==> src/rtl/mdu_ctrl.sv <==
// MDU sequencing controller: owns HI/LO, runs the multiplier (MUL_LAT cycles),
// the MADD/MSUB accumulate step and a 32-step restoring divider.
module mdu_ctrl #(
    parameter int MUL_LAT = 2
) (
    input  logic        clk,
    input  logic        resetn,
    input  logic        req_valid,
    input  logic [3:0]  req_op,
    input  logic [31:0] src_a,
    input  logic [31:0] src_b,
    input  logic        flush,
    output logic        req_ready,
    output logic        busy,
    output logic [31:0] hi,
    output logic [31:0] lo,
    output logic        resp_valid,
    output logic [31:0] resp_data
);

    localparam logic [3:0] OP_MULT  = 4'd1;
    localparam logic [3:0] OP_MULTU = 4'd2;
    localparam logic [3:0] OP_DIV   = 4'd3;
    localparam logic [3:0] OP_DIVU  = 4'd4;
    localparam logic [3:0] OP_MADD  = 4'd5;
    localparam logic [3:0] OP_MADDU = 4'd6;
    localparam logic [3:0] OP_MSUB  = 4'd7;
    localparam logic [3:0] OP_MSUBU = 4'd8;
    localparam logic [3:0] OP_MUL   = 4'd9;
    localparam logic [3:0] OP_MTHI  = 4'd10;
    localparam logic [3:0] OP_MTLO  = 4'd11;

    typedef enum logic [2:0] {
        S_IDLE, S_MUL, S_ACC, S_DIV_PRE, S_DIV_IT, S_DIV_FIX
    } state_e;

    state_e      state_q, state_d;
    logic [3:0]  op_q, op_d;
    logic [31:0] a_q, a_d, b_q, b_d;
    logic [4:0]  cnt_q, cnt_d;
    logic [31:0] hi_q, hi_d, lo_q, lo_d;
    logic        resp_valid_q, resp_valid_d;
    logic [31:0] resp_data_q, resp_data_d;
    logic [31:0] quo_q, quo_d, rem_q, rem_d, dvs_q, dvs_d;
    logic        qneg_q, qneg_d, rneg_q, rneg_d, dz_q, dz_d;

    logic        op_ok, accept, sgn, is_sub;
    logic [63:0] ma, mb, prod;
    logic [32:0] shl;
    logic        ge;
    logic [31:0] diff, a_mag, b_mag;

    assign op_ok  = (req_op != 4'd0) && (req_op <= OP_MTLO);
    assign accept = req_valid && (state_q == S_IDLE) && !flush && op_ok;
    assign sgn    = op_q inside {OP_MULT, OP_DIV, OP_MADD, OP_MSUB, OP_MUL};
    assign is_sub = op_q inside {OP_MSUB, OP_MSUBU};

    // Operands are held stable from accept to the writing edge, so the
    // multiplier is given MUL_LAT cycles as a multicycle path.
    assign ma   = {{32{sgn & a_q[31]}}, a_q};
    assign mb   = {{32{sgn & b_q[31]}}, b_q};
    assign prod = ma * mb;

    // One restoring step: shift in the next dividend bit, subtract if it fits.
    assign shl  = {rem_q, quo_q[31]};
    assign ge   = shl >= {1'b0, dvs_q};
    assign diff = shl[31:0] - dvs_q;

    assign a_mag = (sgn && a_q[31]) ? (~a_q + 32'd1) : a_q;
    assign b_mag = (sgn && b_q[31]) ? (~b_q + 32'd1) : b_q;

    always_comb begin
        state_d      = state_q;
        op_d         = op_q;
        a_d          = a_q;
        b_d          = b_q;
        cnt_d        = cnt_q;
        hi_d         = hi_q;
        lo_d         = lo_q;
        resp_valid_d = 1'b0;
        resp_data_d  = resp_data_q;
        quo_d        = quo_q;
        rem_d        = rem_q;
        dvs_d        = dvs_q;
        qneg_d       = qneg_q;
        rneg_d       = rneg_q;
        dz_d         = dz_q;
        case (state_q)
            S_IDLE: begin
                if (accept) begin
                    op_d = req_op;
                    a_d  = src_a;
                    b_d  = src_b;
                    case (req_op)
                        OP_MTHI: hi_d = src_a;
                        OP_MTLO: lo_d = src_a;
                        OP_DIV, OP_DIVU: state_d = S_DIV_PRE;
                        default: begin
                            state_d = S_MUL;
                            cnt_d   = 5'(MUL_LAT - 1);
                        end
                    endcase
                end
            end
            S_MUL: begin
                if (cnt_q == 5'd0) begin
                    state_d = S_IDLE;
                    case (op_q)
                        OP_MULT, OP_MULTU: {hi_d, lo_d} = prod;
                        OP_MUL: begin
                            resp_valid_d = 1'b1;
                            resp_data_d  = prod[31:0];
                        end
                        default: state_d = S_ACC;
                    endcase
                end else begin
                    cnt_d = cnt_q - 5'd1;
                end
            end
            S_ACC: begin
                {hi_d, lo_d} = is_sub ? ({hi_q, lo_q} - prod) : ({hi_q, lo_q} + prod);
                state_d      = S_IDLE;
            end
            S_DIV_PRE: begin
                quo_d   = a_mag;
                dvs_d   = b_mag;
                rem_d   = 32'd0;
                qneg_d  = sgn & (a_q[31] ^ b_q[31]);
                rneg_d  = sgn & a_q[31];
                dz_d    = (b_q == 32'd0);
                cnt_d   = 5'd31;
                state_d = (b_q == 32'd0) ? S_DIV_FIX : S_DIV_IT;
            end
            S_DIV_IT: begin
                rem_d = ge ? diff : shl[31:0];
                quo_d = {quo_q[30:0], ge};
                cnt_d = cnt_q - 5'd1;
                if (cnt_q == 5'd0) state_d = S_DIV_FIX;
            end
            S_DIV_FIX: begin
                if (dz_q) begin
                    lo_d = 32'hFFFF_FFFF;
                    hi_d = a_q;
                end else begin
                    lo_d = qneg_q ? (~quo_q + 32'd1) : quo_q;
                    hi_d = rneg_q ? (~rem_q + 32'd1) : rem_q;
                end
                state_d = S_IDLE;
            end
            default: state_d = S_IDLE;
        endcase
        // Flush wins over everything, including the edge that would write HI/LO.
        if (flush) begin
            state_d      = S_IDLE;
            hi_d         = hi_q;
            lo_d         = lo_q;
            resp_valid_d = 1'b0;
            resp_data_d  = resp_data_q;
        end
    end

    always_ff @(posedge clk or negedge resetn) begin
        if (!resetn) begin
            state_q      <= S_IDLE;
            op_q         <= 4'd0;
            a_q          <= 32'd0;
            b_q          <= 32'd0;
            cnt_q        <= 5'd0;
            hi_q         <= 32'd0;
            lo_q         <= 32'd0;
            resp_valid_q <= 1'b0;
            resp_data_q  <= 32'd0;
            quo_q        <= 32'd0;
            rem_q        <= 32'd0;
            dvs_q        <= 32'd0;
            qneg_q       <= 1'b0;
            rneg_q       <= 1'b0;
            dz_q         <= 1'b0;
        end else begin
            state_q      <= state_d;
            op_q         <= op_d;
            a_q          <= a_d;
            b_q          <= b_d;
            cnt_q        <= cnt_d;
            hi_q         <= hi_d;
            lo_q         <= lo_d;
            resp_valid_q <= resp_valid_d;
            resp_data_q  <= resp_data_d;
            quo_q        <= quo_d;
            rem_q        <= rem_d;
            dvs_q        <= dvs_d;
            qneg_q       <= qneg_d;
            rneg_q       <= rneg_d;
            dz_q         <= dz_d;
        end
    end

    assign req_ready  = (state_q == S_IDLE);
    assign busy       = (state_q != S_IDLE);
    assign hi         = hi_q;
    assign lo         = lo_q;
    assign resp_valid = resp_valid_q;
    assign resp_data  = resp_data_q;

endmodule

==> config.mk <==
export PLATFORM = sky130hd
export DESIGN_NAME = mdu_ctrl
export DESIGN_NICKNAME = d
export VERILOG_FILES = /design/src/rtl/mdu_ctrl.sv
export SDC_FILE = /design/constraint.sdc
export NUM_CORES = 2
export LEC_CHECK = 0
export ABC_CLOCK_PERIOD_IN_PS = 10700
export CAP_MARGIN = 30
export CORE_ASPECT_RATIO = 0.9
export CORE_UTILIZATION = 40
export DETAILED_ROUTE_END_ITERATION = 10
export PLACE_DENSITY = 0.58
export SETUP_SLACK_MARGIN = 0.3
export SYNTH_ARGS = -nofsm -noshare
export SYNTH_HDL_FRONTEND = slang
export SYNTH_SLANG_ARGS = --single-unit
==> constraint.sdc <==
create_clock -name clk -period 10.7 [get_ports clk]
set_clock_uncertainty 0.15 [all_clocks]
set_input_delay 1.07 -clock clk [delete_from_list [all_inputs] [get_ports clk]]
set_output_delay 1.07 -clock clk [all_outputs]
set_load 0.005 [all_outputs]
### Yosys cells after proc, flatten, opt, wreduce, memory -nomap -nowiden

Index checks and enable logic that the tools add are counted.

* add/subtract/negate cells: 8
* multiply operators: 1
* $lt $le $gt $ge: 2
* eq/ne operators: 27
* muxes and demuxes: 36
* bitwise operators: 9
* reduce and logical (&&, ||, !) cells: 28

Operators by type and width (count)
* $mux 32: 15
* $pmux 32 s4: 2
* $add 32x1->32 const B: 4
* $not 32->32: 4
* $pmux 32 s2: 2
* $add 64x64->64: 1
* $mul 33x33->64: 1
* $mux 64: 1
* $sub 64x64->64: 1
* $ge 33x32->1: 1
* $logic_not 32->1: 1
* $sub 32x32->32: 1
* $pmux 5 s4: 1
* $eq 4x4->1 const B: 4
* $mux 5: 3
* $eq 4x2->1 const B: 3
* $eq 4x3->1 const B: 3
* $mux 3: 4
* $pmux 3 s4: 1
* $reduce_and 4->1: 3
* $reduce_and 6->1: 2
* $reduce_bool 4->1: 3
* $ne 3x3->1 const B: 3
* $ne 2x1->1 const B: 4
* 25 further kinds: 43

* flip-flop bits (word level): 272
* bits of input ports: 72
* output and inout bits: 99
* word-level logic and storage cells: 126

### Depth between registers and ports, before layout

* depth in word-level cells: 7
* mapped depth: 48
* depth with buffers taken out: 44

### Worst setup path after synthesis

OpenSTA, ideal clock, no wires.

* path type: register to register
* start: reg op_q[0]
* end: reg hi_q[29] (netlist: hi[29])
* data arrival time: 11.010 ns
* slack: -0.593 ns
* cell stages (with the launch flop): 44
* period minus slack after synthesis: 11.293 ns
* cell sequence: dfrtp_1 -> clkbuf_1 -> and3_1 -> clkbuf_1 -> clkbuf_1 -> clkbuf_1 -> nand2_1 -> inv_1 -> fa_1 -> fa_1 -> fa_1 -> inv_1 -> fa_1 -> fa_1 -> fa_1 -> fa_1 -> fa_1 -> inv_1 -> [8 not listed] -> xnor2_1 -> and2_1 -> nand4_4 -> or4_1 -> o21ai_0 -> xnor2_1 -> ha_1 -> and3_1 -> nor2b_1 -> and3_1 -> and3_1 -> o211ai_1 -> nand2_1 -> o32a_1 -> a221oi_1 -> xnor2_1 -> a221oi_1 -> o21ai_0

* cells in the longest elaborated chain, start to end: 7
* elaborated cells between the ends (all ways): 21
* classes of those cells: 2 x add/sub; 1 x mul; 8 x eq/ne; 4 x mux; 2 x bitwise; 4 x reduce/logical

Ends and longest elaborated chain
* from (decl): RTL line 38 `logic [3:0] op_q, op_d;`
* from (signal assigned): RTL line 181 `op_q <= op_d;`
* $eq 4x1->1 (tied with other cells): RTL line 55, 108
* $reduce_bool 5->1: RTL line 55 `assign sgn = op_q inside {OP_MULT, OP_DIV, OP_MADD, OP_MSUB, OP_MUL};`
* $and 1x1->1, on equally long branches: RTL line 60, 61
* $mul 33x33->64: RTL line 62 `assign prod = ma * mb;`
* $add 64x64->64 (tied with other cells): RTL line 121 `{hi_d, lo_d} = is_sub ? ({hi_q, lo_q} - prod) : ({hi_q, lo_q} + prod);`
* $mux 64 or $mux 32 (tied branches): RTL line 121, 106
* $pmux 32 s4: RTL line 88 `case (state_q)`
* to (signal assigned): RTL line 185 `hi_q <= hi_d;`
* to (decl): RTL line 41 `logic [31:0] hi_q, hi_d, lo_q, lo_d;`

Parallel ways exist; a longest one is shown, timed or not. The select of a mux whose other input is x is not followed.
A chain may end at the register's enable or synchronous reset.

### Worst setup path in the final report

* start: reg b_q[2]
* end: reg hi_q[31] (netlist: hi[31])

* cells in the longest elaborated chain, start to end: 4
* elaborated cells between the ends (all ways): 7
* classes of those cells: 2 x add/sub; 1 x mul; 4 x mux

Ends and longest elaborated chain
* from (decl): RTL line 39 `logic [31:0] a_q, a_d, b_q, b_d;`
* from (signal assigned): RTL line 167 `b_q <= 32'd0;`
* from (signal assigned): RTL line 183 `b_q <= b_d;`
* $mul 33x33->64 *: RTL line 62
* $add 64x64->64 (tied with other cells): RTL line 121
* $mux 64 or $mux 32 (tied branches): RTL line 121, 106
* $pmux 32 s4 *: RTL line 88

Every way passes the cells marked *; elsewhere a longest branch is shown, timed or not. The select of a mux whose other input is x is not followed.

==> results.py <==
metrics = {
    "placed_design": {
        "dp_hpwl_mm": 189,
        "dp.cells": 9488,
        "gp_congestion": 0.995,
        "port_buffers": 170,
    },
    "setup_path": {
        "worst-path-buf-inv": 8,
        "critical_path_required_ns": 11.06,
        "endpoint_kind": "register",
        "cpMostUsedCell": "fa_1",
        "max_stage_delay_ns": 0.58,
        "worst_path_max_delay_cell": "fa_2",
        "critical_path.top_delay_family": "adder cells",
        "start_kind": "register",
        "critical_path_class": "register to register",
        "crit_fanout": 17,
        "worst-endpoint-arrival_ns": 11.44,
    },
    "clock_tree": {
        "clk_pin_slew_ns": 0.07,
        "numClockSinks": 272,
        "cts_made_buffers": 37,
        "cts_root_buffer": "clkbuf_16",
        "tritoncts": "yes",
        "ctsHtreeMaxLevel": 2,
        "clk-insertion-delay-late_ns": 0.60,
        "clk_path_buf_depth": 3,
        "holdBufCountCts": 0,
    },
    "global_route": {
        "antenna_found_initial": 7,
        "grt_pass1_wl_mm": 344,
        "grt_overflow_total": 0,
        "grt_max_degree": 107,
        "first_global_vias": 54200,
        "grt_use_total_pct": 30.1,
    },
    "synthesis": {
        "syn-cell-area_um2": 59800,
        "netlist_top_cells_count": "inv_1, fa_1, nand2_1",
        "yosysSeqAreaShare_pct": 11.4,
        "synth-edff-count": 0,
        "synth_seq_cells": 272,
        "ys.flop_type": "dfrtp_1",
        "synthTopCellsByArea": "fa_1, dfrtp_1, inv_1, nand2_1, ha_1",
        "synth.yosys.warnings": 0,
        "synth_area_leader_cell": "fa_1",
        "avgSynthCellArea_um2": 8.66,
        "syn-instance-count": 6909,
        "synth.net_count": 8423,
        "ys_types": 92,
        "yosysMostFrequentCell": "inv_1",
        "synth_async_sr_flop_share_pct": 100,
        "synth_top_area_share_pct": 37.7,
    },
    "floorplanning": {
        "num_rows": 134,
        "dieArea_um2": 151000,
        "die-width_um": 410,
        "num_io_pins": 171,
        "die_h_um": 369,
        "start_util_pct": 40.3,
        "core-area_um2": 148000,
    },
    "cells_and_area": {
        "num-fill-cells": 14200,
        "drive_gt1_share_pct": 19.0,
        "fin_util_pct": 49.9,
        "stdcell_count": 9649,
        "nets": 9163,
        "syn2layout_area_growth_pct": 23.7,
    },
    "timing": {
        "finalCritPeriodShare_pct": 104,
        "worst_pin_slew_ns": 1.08,
        "fmax_mhz": 90.3,
        "setup_viol": 13,
        "min_period_ns": 11.08,
        "slew_viol_final": 0,
        "relSlewSlack_pct": 28.2,
        "rsz0062_at_grt": "yes",
        "hold_viol_final": 0,
        "setup_slack_ns": -0.379,
    },
    "drt": {
        "routed_wl_mm": 227,
        "drtPass1Iterations": 9,
        "post_drt_via_cell_ratio": 5.45,
        "drc_errors": 74,
        "avgRoutedWirePerCell_um": 23.5,
        "num_vias": 52600,
        "ant_nets": 0,
        "drtIter0Drc": 4879,
    },
    "hold_path": {
        "hold_path_class": "register to register",
    },
    "outcome": {
        "outcome": "finished with violations",
        "violations": "DRC, setup timing",
    },
    "job": {
        "max_cap_violations": 0,
    },
}
worst register-to-register path, delay by kind of cell (launching register included):
family / cells / cell delay, ns
fa+ha+maj: 10 / 4.47
compound gates: 11 / 2.64
simple gates: 11 / 2.20
buf+inv: 8 / 0.82
flops: 1 / 0.45
xor+xnor: 2 / 0.28
path summary, 6_finish.rpt:
kind / from / slack (ns) / endpoint / depth (start not counted)
setup / recovery: b_q[2] / -0.38 / hi[31] / 42
hold / removal: resp_data[23] / 0.31 / resp_data[23] / 2
setup reg to reg: b_q[2] / -0.38 / hi[31] / 42
hold reg to reg: resp_data[23] / 0.31 / resp_data[23] / 2
max in group asynchronous: resetn / 8.65 / b_q[21] / 2
min in group asynchronous: resetn / 0.42 / hi[25] / 1
repair_timing:
item | CTS | global route
setup endpoints to repair | 34 | 35
resized for setup | 290 | 151
cloned | 2 | 2
pin swaps | 175 | 137
buffers inserted | 59 | 30
state kept, by name, summed over array words and instances, names as in the netlist, 5 cells and up:
signal	cells
a_q	32
b_q	32
dvs_q	32
hi	32
lo	32
quo_q	32
rem_q	32
resp_data	32
cnt_q	5
cells by family after synthesis:
kind of cell               Yosys count  synth area share (%)
AOI/OAI and AO/OA                 1111                  11.8
xor gates and xnor gates           334                  4.89
adders and majority gates         1442                  44.3
buffers and inverters             1598                  10.0
DFF                                272                  11.4
muxes                               86                  1.57
and+or+nand+nor                   2066                  16.0
through the flow:
stage	hold WS [ns]	setup WS, ns	TNS, ns	area, um^2
2_1_floorplan	0.300	0.160	0	60200
3_3_place_gp	0.303	-0.992	-14.14	69900
3_5_place_dp	0.306	-0.938	-13.82	70000
4_1_cts	0.320	-0.242	-1.61	73100
5_1_grt	0.348	-0.674	-8.64	74000
6_report	0.314	-0.379	-3.38	74000
layer usage:
metal / vias to the layer above / wire length, um / track usage (%)
met5: - / 26 / 0
met4: 4 / 9530 / 10.6
met3: 377 / 14800 / 3.53
met2: 1937 / 104000 / 48.0
met1: 27100 / 98400 / 42.2
li1: 23200 / - / -
cell usage in the layout (no fill, tap or decap), types with 50 or more instances in the layout:
| master | synthesis | final |
|---|---|---|
| a21o_1 | 72 | 72 |
| a21oi_1 | 262 | 218 |
| and2_1 | 376 | 354 |
| buf_12 | 0 | 70 |
| buf_4 | 0 | 840 |
| clkdlybuf4s50_1 | 0 | 169 |
| dfrtp_1 | 272 | 264 |
| fa_1 | 1127 | 1112 |
| ha_1 | 315 | 275 |
| inv_1 | 1169 | 1143 |
| mux2_2 | 59 | 59 |
| nand2_1 | 1066 | 1051 |
| nand3_1 | 56 | 50 |
| nor2_1 | 265 | 246 |
| nor3_1 | 67 | 57 |
| o21ai_0 | 355 | 302 |
| xnor2_1 | 210 | 184 |
| xor2_1 | 124 | 114 |
final cells by class:
type,count,area (um^2),area share (%)
Timing Repair Buffer,1128,10000,13.5
Inverter,1171,4410,5.95
Clock buffer,46,1000,1.35
Antenna cell,2,5.00,0.00676
Sequential cell,272,6820,9.21
Multi-Input combinational cell,5039,49100,66.3
Clock inverter,19,235,0.318
Tap cell,1972,2470,3.33
Power is left out: the tool's default activity adds up to more than one toggle a clock period on the data nets, which glitch-free logic cannot reach.
